File: src/rtl/mem_read_unit_pkg.sv
// mem_read_unit_pkg: shared size codes, FSM states and alignment helper
package mem_read_unit_pkg;

    typedef enum logic [1:0] {
        SIZE_BYTE = 2'b00,
        SIZE_HALF = 2'b01,
        SIZE_WORD = 2'b10,
        SIZE_RSVD = 2'b11
    } size_t;

    typedef enum logic [1:0] {
        ST_IDLE = 2'b00,
        ST_REQ  = 2'b01,
        ST_WAIT = 2'b10,
        ST_DONE = 2'b11
    } state_t;

    // Reserved size behaves as a word, so it needs full word alignment.
    function automatic logic misaligned(input logic [1:0] addr_lo, input logic [1:0] size);
        return (size == SIZE_BYTE) ? 1'b0 :
               (size == SIZE_HALF) ? addr_lo[0] : (addr_lo != 2'b00);
    endfunction

endpackage

File: src/rtl/load_extract.sv
// load_extract: select and extend the addressed byte/half/word of a memory word
module load_extract
    import mem_read_unit_pkg::*;
(
    input  logic [31:0] rdata,
    input  logic [1:0]  addr_lo,
    input  logic [1:0]  size,
    input  logic        sign_ext,
    output logic [31:0] result
);

    logic [7:0]  lane_b;
    logic [15:0] lane_h;

    assign lane_b = rdata[{addr_lo, 3'b000} +: 8];
    assign lane_h = addr_lo[1] ? rdata[31:16] : rdata[15:0];

    // Byte and half are extended to 32 bits; word and reserved pass through.
    always_comb begin
        result = (size == SIZE_BYTE) ? {{24{sign_ext & lane_b[7]}}, lane_b} :
                 (size == SIZE_HALF) ? {{16{sign_ext & lane_h[15]}}, lane_h} : rdata;
    end

endmodule

File: src/rtl/mem_read_unit.sv
// mem_read_unit: multicycle load path issuing a memory read and holding the extended result
module mem_read_unit
    import mem_read_unit_pkg::*;
#(
    parameter int TIMEOUT   = 15,
    parameter int CNT_WIDTH = 8
) (
    input  logic        clk,
    input  logic        reset,
    input  logic        start,
    input  logic [31:0] addr,
    input  logic [1:0]  size,
    input  logic        sign_ext,
    input  logic        mem_ack,
    input  logic [31:0] mem_rdata,
    output logic        mem_req,
    output logic [31:0] mem_addr,
    output logic        busy,
    output logic        done,
    output logic        error,
    output logic [31:0] data_o
);

    state_t               state;
    logic [1:0]           addr_lo;
    logic [1:0]           size_q;
    logic                 sx_q;
    logic [CNT_WIDTH-1:0] cnt;
    logic [31:0]          ext;

    load_extract u_extract (
        .rdata   (mem_rdata),
        .addr_lo (addr_lo),
        .size    (size_q),
        .sign_ext(sx_q),
        .result  (ext)
    );

    // Access FSM; every output is registered so the controller sees clean levels.
    always_ff @(posedge clk) begin
        if (reset) begin
            state    <= ST_IDLE;
            addr_lo  <= 2'b00;
            size_q   <= 2'b00;
            sx_q     <= 1'b0;
            cnt      <= '0;
            mem_req  <= 1'b0;
            mem_addr <= 32'h0;
            busy     <= 1'b0;
            done     <= 1'b0;
            error    <= 1'b0;
            data_o   <= 32'h0;
        end else begin
            done <= 1'b0;
            case (state)
                ST_IDLE: begin
                    if (start) begin
                        addr_lo  <= addr[1:0];
                        size_q   <= size;
                        sx_q     <= sign_ext;
                        mem_addr <= {addr[31:2], 2'b00};
                        busy     <= 1'b1;
                        if (misaligned(addr[1:0], size)) begin
                            error <= 1'b1;
                            done  <= 1'b1;
                            state <= ST_DONE;
                        end else begin
                            error   <= 1'b0;
                            mem_req <= 1'b1;
                            state   <= ST_REQ;
                        end
                    end
                end
                ST_REQ: begin
                    cnt   <= '0;
                    state <= ST_WAIT;
                end
                ST_WAIT: begin
                    if (mem_ack) begin
                        data_o  <= ext;
                        mem_req <= 1'b0;
                        done    <= 1'b1;
                        state   <= ST_DONE;
                    end else if (cnt == CNT_WIDTH'(TIMEOUT - 1)) begin
                        error   <= 1'b1;
                        mem_req <= 1'b0;
                        done    <= 1'b1;
                        state   <= ST_DONE;
                    end else begin
                        cnt <= cnt + 1'b1;
                    end
                end
                default: begin
                    busy  <= 1'b0;
                    state <= ST_IDLE;
                end
            endcase
        end
    end

endmodule

File: config.mk
export PLATFORM = sky130hd
export DESIGN_NAME = mem_read_unit
export DESIGN_NICKNAME = d
export VERILOG_FILES = /design/src/rtl/mem_read_unit_pkg.sv /design/src/rtl/load_extract.sv /design/src/rtl/mem_read_unit.sv
export SDC_FILE = /design/constraint.sdc
export NUM_CORES = 1
export LEC_CHECK = 0
export ABC_CLOCK_PERIOD_IN_PS = 2300
export CORE_MARGIN = 2
export CORE_UTILIZATION = 25
export DETAILED_ROUTE_END_ITERATION = 10
export GPL_TIMING_DRIVEN = 0
export PLACE_DENSITY = 0.59
export SYNTH_ARGS = -nofsm -noshare
export SYNTH_HDL_FRONTEND = slang
export SYNTH_SLANG_ARGS = --single-unit
File: constraint.sdc
create_clock -name clk -period 2.3 [get_ports clk]
set_input_delay 0.46 -clock clk [delete_from_list [all_inputs] [get_ports clk]]
set_output_delay 0.46 -clock clk [all_outputs]
set_load 0.05 [all_outputs]
## Word-level counts from Yosys, hierarchy flattened

Cells that the tools add are included.

| storage, ports and cells | value |
|---|---|
| output and inout port bits | 68 |
| word-level logic and storage cells | 70 |
| input bits | 71 |
| register bits after elaboration | 81 |

| cells by class | value |
|---|---|
| equality and inequality tests | 11 |
| mux-type cells | 29 |
| bitwise gates (word level) | 3 |
| shifts and indexed selects | 1 |
| $add $sub $neg | 1 |
| reduce and logical (&&, ||, !) cells | 14 |

Operators by type and width:

| operator | number |
|---|---|
| $mux W32 | 2 |
| $shiftx A32 B6 Y8 | 1 |
| $mux W16 | 1 |
| $mux W8 | 2 |
| $pmux W8 S2 | 1 |
| $mux W1 | 14 |
| $ne A2 B2 Y1 const B | 5 |
| $add A8 B1 Y8 const B | 1 |
| $eq A8 B4 Y1 const B | 1 |
| $mux W2 | 4 |
| $pmux W1 S2 | 4 |
| $reduce_and A2 Y1 | 4 |
| $reduce_and A4 Y1 | 2 |
| $eq A2 B1 Y1 const B | 3 |
| $logic_not A2 Y1 | 3 |
| $pmux W2 S3 | 1 |
| $reduce_bool A2 Y1 | 3 |
| $ne A3 B3 Y1 const B | 1 |
| $reduce_and A3 Y1 | 1 |
| $and A1 B1 Y1 | 2 |
| $eq A2 B2 Y1 const B | 1 |
| $reduce_or A2 Y1 | 1 |
| $not A1 Y1 | 1 |

## Logic depth before layout (Yosys ltp)

Gate-level depths: netlist of the first run.

| logic depth | value |
|---|---|
| depth in word-level cells | 6 |
| gate-level depth with buffers | 8 |
| depth with buffers taken out | 6 |

## Hierarchy

A second synthesis of the first run with hierarchy kept.

| second synthesis, totals | value |
|---|---|
| cell total of the unflattened synthesis | 528 |
| area, all modules | 4,092.7 µm² |

Modules (own cells, without submodules):

| module | cells each | area an instance (µm²) | times used |
|---|---|---|---|
| mem_read_unit | 393 | 3,153.0 | 1 |
| load_extract | 135 | 939.7 | 1 |

## Least setup slack after synthesis of the first run

OpenSTA, ideal clock, no wires.

| path | value |
|---|---|
| path kind | register -> register |
| start point | register cnt[0] |
| end point | register cnt[6] |
| path slack | 0.535 ns |
| arrival | 1.695 ns |
| required time | 2.230 ns |
| setup time | 0.070 ns |
| stages on the path, launching flop included | 8 |
| cell sequence | dfxtp_1 > inv_1 > ha_1 > and4b_1 > buf_6 > a21o_1 > or4_1 > a21oi_1 |

| between the ends | value |
|---|---|
| longest elaborated chain between the ends | 4 |
| elaborated cells between the ends (all ways) | 7 |
| those cells by class | add/sub: 1; eq/ne: 2; mux: 3; reduce/logical: 1 |

RTL lines:

| element | RTL line | source |
|---|---|---|
| from (decl) | mem_read_unit.sv:28 | `logic [CNT_WIDTH-1:0] cnt;` |
| from (signal assigned) | mem_read_unit.sv:90 | `cnt <= cnt + 1'b1;` |
| $add A8 B1 Y8 | mem_read_unit.sv:90 |  |
| $mux W8 | mem_read_unit.sv:84 | `end else if (cnt == CNT_WIDTH'(TIMEOUT - 1)) begin` |
| $mux W8 | mem_read_unit.sv:79 | `if (mem_ack) begin` |
| $pmux W8 S2 | mem_read_unit.sv:55 | `case (state)` |

Several ways; a longest one is shown, not always the timed one. The select of a mux whose other input is x is not followed.
A chain may end at the register's enable or synchronous reset.

## Worst setup path in the final report of the first run

| path | value |
|---|---|
| start point | register state[0] |
| end point | register data_o[17] |

| between the ends | value |
|---|---|
| longest elaborated chain between the ends | 2 |

RTL lines:

| element | RTL line | source |
|---|---|---|
| from (decl) | mem_read_unit.sv:24 | `state_t state;` |
| from (signal assigned) | mem_read_unit.sv:42 | `state <= ST_IDLE;` |
| from (signal assigned) | mem_read_unit.sv:66 | `state <= ST_DONE;` |
| from (signal assigned) | mem_read_unit.sv:70 | `state <= ST_REQ;` |
| $eq A2 B2 Y1 | mem_read_unit.sv:55 |  |
| $reduce_and A2 Y1 (no source line) | - |  |
| to (signal assigned) | mem_read_unit.sv:80 | `data_o <= ext;` |
| to (decl) | mem_read_unit.sv:21 | `output logic [31:0] data_o` |

Every way passes these cells.

==> results.json, run 1 <==
{
  "outcome": "finished clean",
  "p_leak_uw": 0.001945,
  "synth_area_um2": 3784,
  "synthTopCellsByArea": "dfxtp_1 (43%), nand2_1 (10%), a21oi_1 (5.7%)",
  "switching_share_pct": 40.79,
  "slew-limit-headroom_pct": 55.58,
  "route.detailed.drc": 0,
  "intPower_uw": 3549,
  "synthFlopType": "dfxtp_1",
  "cts_tree": "done",
  "ys_seq_area_share_pct": 42.86,
  "yosysWarnings": 0,
  "finalHoldViolCount": 0,
  "period_needed_ns": 2.074,
  "grt_usage_pct": 15.95,
  "gr-total-overflow": 0,
  "diodes": 0,
  "vias_per_cell": 4.944,
  "p_clk_share_pct": 25.3,
  "synthTopCellsByCount": "nand2_1 (103), dfxtp_1 (81), a21oi_1 (43)",
  "power_frac_comb_pct": 44.1,
  "h-tree-depth": 3,
  "synth_area_per_cell_um2": 8.137,
  "yosysUniqueCellTypes": 49,
  "worstMarginPinSlew_ns": 0.6638,
  "syn_to_final_growth_pct": 50.40,
  "p_sw_uw": 2445,
  "grt_pass1_wl_mm": 20.32,
  "die_h_um": 127.0,
  "cts_resized": 0,
  "path_max_fanout": 10,
  "synth_edf_count": 0,
  "async_reset_ff_share_pct": 0,
  "insertion_delay_ns": 0.34,
  "cts_buffer_depth": 2,
  "fin_area_um2": 5690,
  "dp_hpwl_mm": 9.736,
  "ios": 139,
  "crit_type": "reg -> reg",
  "synth_top_area_cell": "dfxtp_1",
  "vdd_drop_max_mv": 0.4625,
  "drt_iter0_drc": 198,
  "power_uw": 5994,
  "die_x_um": 127.0,
  "pwr-share-seq_pct": 30.5,
  "powerDensity_nw_per_um2": 1053,
  "crit_path_start_kind": "flop",
  "postRouteAntennaNets": 0,
  "synth_top_area_share_pct": 42.86,
  "first_pass_iters": 5,
  "hold_path.class": "reg -> reg",
  "synth_cells": 465,
  "placedInstanceArea_um2": 5379,
  "cts_hold_buf": 0,
  "start_util_pct": 25.84,
  "drv_slew": 0,
  "wl_per_cell_um": 15.90,
  "pre_cts_slack_ns": -0.09521,
  "ys_seq_elements": 81,
  "timing.final.ws_setup_ns": 0.2264,
  "drive_gt1_share_pct": 5.024,
  "die_area_um2": 16130,
  "rsz0062_at_grt": "false",
  "numCtsBuffers": 9,
  "antenna_found_initial": 0,
  "rows": 44,
  "post_cts_buffers": 0,
  "cp.required_ns": 2.49,
  "grt_start_max_net_pins": 13,
  "grt_pass1_vias": 3997,
  "fin_nets": 690,
  "numClockSinks": 81,
  "end_kind": "flop",
  "crit_arrival_ns": 2.26,
  "gp_congestion": 0.8430,
  "fmaxAchievable_mhz": 482.3,
  "skew_ns": 0.006415,
  "finalSetupViolations": 0,
  "port_buffers": 136,
  "core_area_um2": 14640,
  "cts_root_buffer": "clkbuf_16",
  "yosysMostFrequentCell": "nand2_1",
  "cap_violations": 0,
  "clk_pin_slew_ns": 0.06,
  "fin_crit_sh_pct": 90.16,
  "fill_cells": 1512,
  "vias": 3960,
  "drt_wl_total_mm": 12.73
}
## worst max-delay path, cell delays in order (launching register included)
cell and delay, ns:
dfxtp_1 0.34, inv_1 0.09, ha_1 0.21, clkbuf_1 0.37, nand2_1 0.21, a31oi_4 0.33, buf_4 0.26, a211oi_1 0.09
## kinds of logic (layout without fill, tap and decap cells)
logic type,count (synthesis),after routing,share of synthesized area (%)
adder cells (fa/ha/maj),6,6,1.984
AND/OR/NAND/NOR,176,176,20.01
XOR/XNOR,1,1,0.2315
multiplexers,11,11,3.340
AO/OA/AOI/OAI,145,145,26.46
other,1,2,0.09911
flip-flops,81,81,42.86
buffers and inverters,44,195,5.026
## worst paths after layout
path | to | startpoint | cells after the start | slack [ns]
max reg2reg | data_o[17] | state[0] | 7 | 0.23
min | mem_addr[25] | mem_addr[25] | 2 | 0.45
min reg2reg | mem_addr[25] | mem_addr[25] | 2 | 0.45
max | data_o[17] | state[0] | 7 | 0.23
## flip-flops by register name, indices dropped and copies added, names as in the netlist
signal / flops
addr_lo: 2
busy: 1
cnt: 8
data_o: 32
done: 1
error: 1
mem_addr: 30
mem_req: 1
size_q: 2
state: 2
sx_q: 1
## metrics by stage
step	util (%)	TNS (ns)	hold WS, ns	cells
2_1_floorplan	-	0	0.4837	466
3_3_place_gp	36.73	-0.5628	0.4431	786
3_5_place_dp	36.73	-0.9239	0.4463	786
4_1_cts	38.86	0	0.4543	801
5_1_grt	38.86	0	0.4733	801
6_report	38.86	0	0.4524	801
## layout make-up
cell class	count	area, µm²	share of cell area (%)
multi-input cells	341	1976	34.72
inverters	8	30.03	0.5277
plain buffers	36	160.2	2.814
clock inverters	3	65.06	1.143
repair buffers	136	1361	23.92
flip-flops and latches	81	1622	28.50
well taps	184	230.2	4.046
clock buffers	12	246.5	4.332
## metal layers
layer / global-route usage [%] / share of wire, % / vias up
met1: 19.24 / 43 / 1827
met5: 0 / 0 / -
met3: 7.328 / 10 / 19
met4: 5.753 / 2.1 / 0
met2: 25.05 / 45 / 169
li1: - / - / 1945
## cells in the final DEF, fill, tap and decap left out, types with 2 or more instances in the layout
master	n
a211o_1	8
or4_1	2
a311oi_1	2
a31oi_1	9
mux2i_1	7
nor3_1	2
conb_1	2
and3_1	2
nand4_1	2
nand2_1	103
clkbuf_1	29
inv_1	8
clkdlybuf4s50_1	136
a21o_1	2
a22oi_1	7
a32o_1	7
buf_4	3
nor2_1	39
buf_2	4
nor2b_1	9
o22ai_1	8
dfxtp_1	81
a211oi_1	28
ha_1	6
nand3_1	4
a21oi_1	43
nand2b_1	7
mux2_2	3
bufinv_16	2
clkbuf_16	9
and2_1	2
a22o_1	7
o21ai_0	13
## power by group through the flow
stage	Combinational [µW]	Clock [µW]	Sequential, µW
floorplan	1050	0	2550
global placement	2620	0	1850
detailed placement	2650	0	1860
CTS	2660	1570	1830
global route	2870	1630	1870
finish	2650	1520	1830
Power figures use the tool's default switching activity.
==> run 2, diff against run 1 <==
--- a/config.mk
+++ b/config.mk
@@ -11,6 +11,7 @@
 export DETAILED_ROUTE_END_ITERATION = 10
 export GPL_TIMING_DRIVEN = 0
 export PLACE_DENSITY = 0.59
+export SLEW_MARGIN = 10
 export SYNTH_ARGS = -nofsm -noshare
 export SYNTH_HDL_FRONTEND = slang
 export SYNTH_SLANG_ARGS = --single-unit
==> results of run 2 <==
Same layout as run 1: the final DEF is identical, and so are final timing and power.
==> run 3, diff against run 2 <==
--- a/config.mk
+++ b/config.mk
@@ -9,6 +9,7 @@
 export CORE_MARGIN = 2
 export CORE_UTILIZATION = 25
 export DETAILED_ROUTE_END_ITERATION = 10
+export GPL_ROUTABILITY_DRIVEN = 0
 export GPL_TIMING_DRIVEN = 0
 export PLACE_DENSITY = 0.59
 export SLEW_MARGIN = 10
==> run 3 against run 2 <==
- non-clock buffer count unchanged
- total power decreased by 3.0%
- fmax increased by 0.33%
- sequential cell count unchanged
- first-iteration DRC count increased by 37%
- largest cell class unchanged
==> results.json, run 3 (same netlist as run 1, synthesis figures left out) <==
{
  "outcome": "finished clean",
  "path_max_fanout": 10,
  "critPathSlowestCell": "clkdlybuf4s50_1",
  "crit_arrival_ns": 2.26,
  "largest_register_ffs": 32,
  "numClockSinks": 81,
  "ios": 139,
  "tns_ns": 0,
  "wl_per_cell_um": 15.54,
  "crit_type": "in -> reg",
  "crit_chain": "clkdlybuf4s50_1 -> mux2_2 -> mux2_2 -> a31oi_4 -> buf_4 -> a211oi_1",
  "drt_iter0_drc": 272,
  "end_kind": "flop",
  "hold_path.class": "reg -> reg",
  "insertion_delay_ns": 0.35,
  "post-route-util_pct": 38.61,
  "port_buffers": 136,
  "diodes": 0,
  "antenna_found_initial": 0,
  "cts_resized": 0,
  "p_leak_uw": 0.001932,
  "reg2reg_to": "data_o[17]",
  "clk_pin_slew_ns": 0.06,
  "crit_family": "buffers and inverters",
  "layout_commonest_cell": "clkdlybuf4s50_1",
  "hold_slack_ns": 0.4530,
  "powerDensity_nw_per_um2": 1028,
  "pre_cts_slack_ns": -0.09160,
  "rows": 44,
  "die_x_um": 127.0,
  "start_util_pct": 25.84,
  "rsz0062_at_grt": "false",
  "route.detailed.drc": 0,
  "skew_ns": 0.005661,
  "vias_per_cell": 4.925,
  "biggestRegsByFlops": "data_o x32, mem_addr x30, cnt x8",
  "grt_pass1_vias": 3886,
  "grt_start_max_net_pins": 13,
  "worstMarginPinSlew_ns": 0.6667,
  "numCtsBuffers": 9,
  "postRouteAntennaNets": 0,
  "cts_tree": "done",
  "first_pass_iters": 4,
  "grt_pass1_wl_mm": 19.76,
  "cap_violations": 0,
  "crit_path_start_kind": "input pin",
  "hold_end": "mem_addr[20]",
  "cts_root_buffer": "clkbuf_16",
  "vias": 3950,
  "post_cts_buffers": 0,
  "hold_start": "mem_addr[20]",
  "dp_hpwl_mm": 9.538,
  "power_uw": 5814,
  "finalSetupViolations": 0,
  "drv_slew": 0,
  "cts_buffer_depth": 2,
  "r2r_cells": 7,
  "cpPeakStageDelay_ns": 0.51,
  "grt_usage_pct": 15.52,
  "die_h_um": 127.0,
  "fmaxAchievable_mhz": 483.8,
  "gr-total-overflow": 0,
  "fill_cells": 1500,
  "top_register": "data_o",
  "drt_wl_total_mm": 12.46,
  "die_area_um2": 16130,
  "core_area_um2": 14640,
  "syn_to_final_growth_pct": 49.44,
  "drive_gt1_share_pct": 5.178,
  "cts_hold_buf": 0,
  "fin_nets": 690,
  "vdd_drop_max_mv": 0.5886,
  "timing.rr.start": "state[0]",
  "slew-limit-headroom_pct": 55.39,
  "r2r_slack_ns": 0.25,
  "worstHoldPathCells": 2,
  "cp.required_ns": 2.50,
  "h-tree-depth": 3,
  "final_cell_mix": "clkdlybuf4s50_1 (136), nand2_1 (103), dfxtp_1 (81)",
  "cpMostUsedCell": "mux2_2",
  "finalHoldViolCount": 0,
  "period_needed_ns": 2.067,
  "critPathBufInv": 2,
  "timing.final.ws_setup_ns": 0.2332,
  "fin_crit_sh_pct": 89.86
}
-- run 3: per-layer routing --
metal / GRT usage, % / vias up / wire (µm)
met5: 0 / - / 0
met4: 4.783 / 0 / 220
met1: 19.36 / 1806 / 5415
met2: 23.75 / 187 / 5457
li1: - / 1939 / -
met3: 7.496 / 18 / 1370
-- run 3: worst register-to-register path: cells and delay by family (launching register included) --
family,cells,cell delay (ns)
flops,1,0.34
fa+ha+maj,1,0.21
simple gates,1,0.21
compound gates,2,0.42
buf+inv,3,0.73
-- run 3: cell type report --
type	count	area, µm²	area share, %
Multi-Input combinational cell	341	1976	34.94
Sequential cell	81	1622	28.68
Timing Repair Buffer	136	1361	24.08
Clock buffer	13	260.3	4.603
Tap cell	184	230.2	4.072
Buffer	36	160.2	2.832
Inverter	8	30.03	0.5311
Clock inverter	3	15.01	0.2655
-- run 3: worst max-delay path by stage --
stage	startpoint	endpoint	slack (ns)	cells past startpoint
floorplan	cnt[0]	cnt[6]	0.53	7
global placement	mem_rdata[31]	data_o[17]	-0.05	6
detailed placement	mem_rdata[15]	data_o[19]	-0.09	6
CTS	state[0]	data_o[19]	0.27	7
global route	state[0]	data_o[18]	0.09	7
finish	mem_rdata[15]	data_o[17]	0.23	6
-- run 3: through the flow --
step,instance area (µm²),instances
after floorplan,3787,466
after global placement,5379,786
after detailed placement,5379,786
after CTS,5654,802
after global routing,5654,802
final,5654,802
-- run 3: power breakdown --
group,switching [µW],internal (µW),leakage (µW)
clock network,562,785,0.000139
registers,163,1660,0.000661
logic,1730,912,0.00113
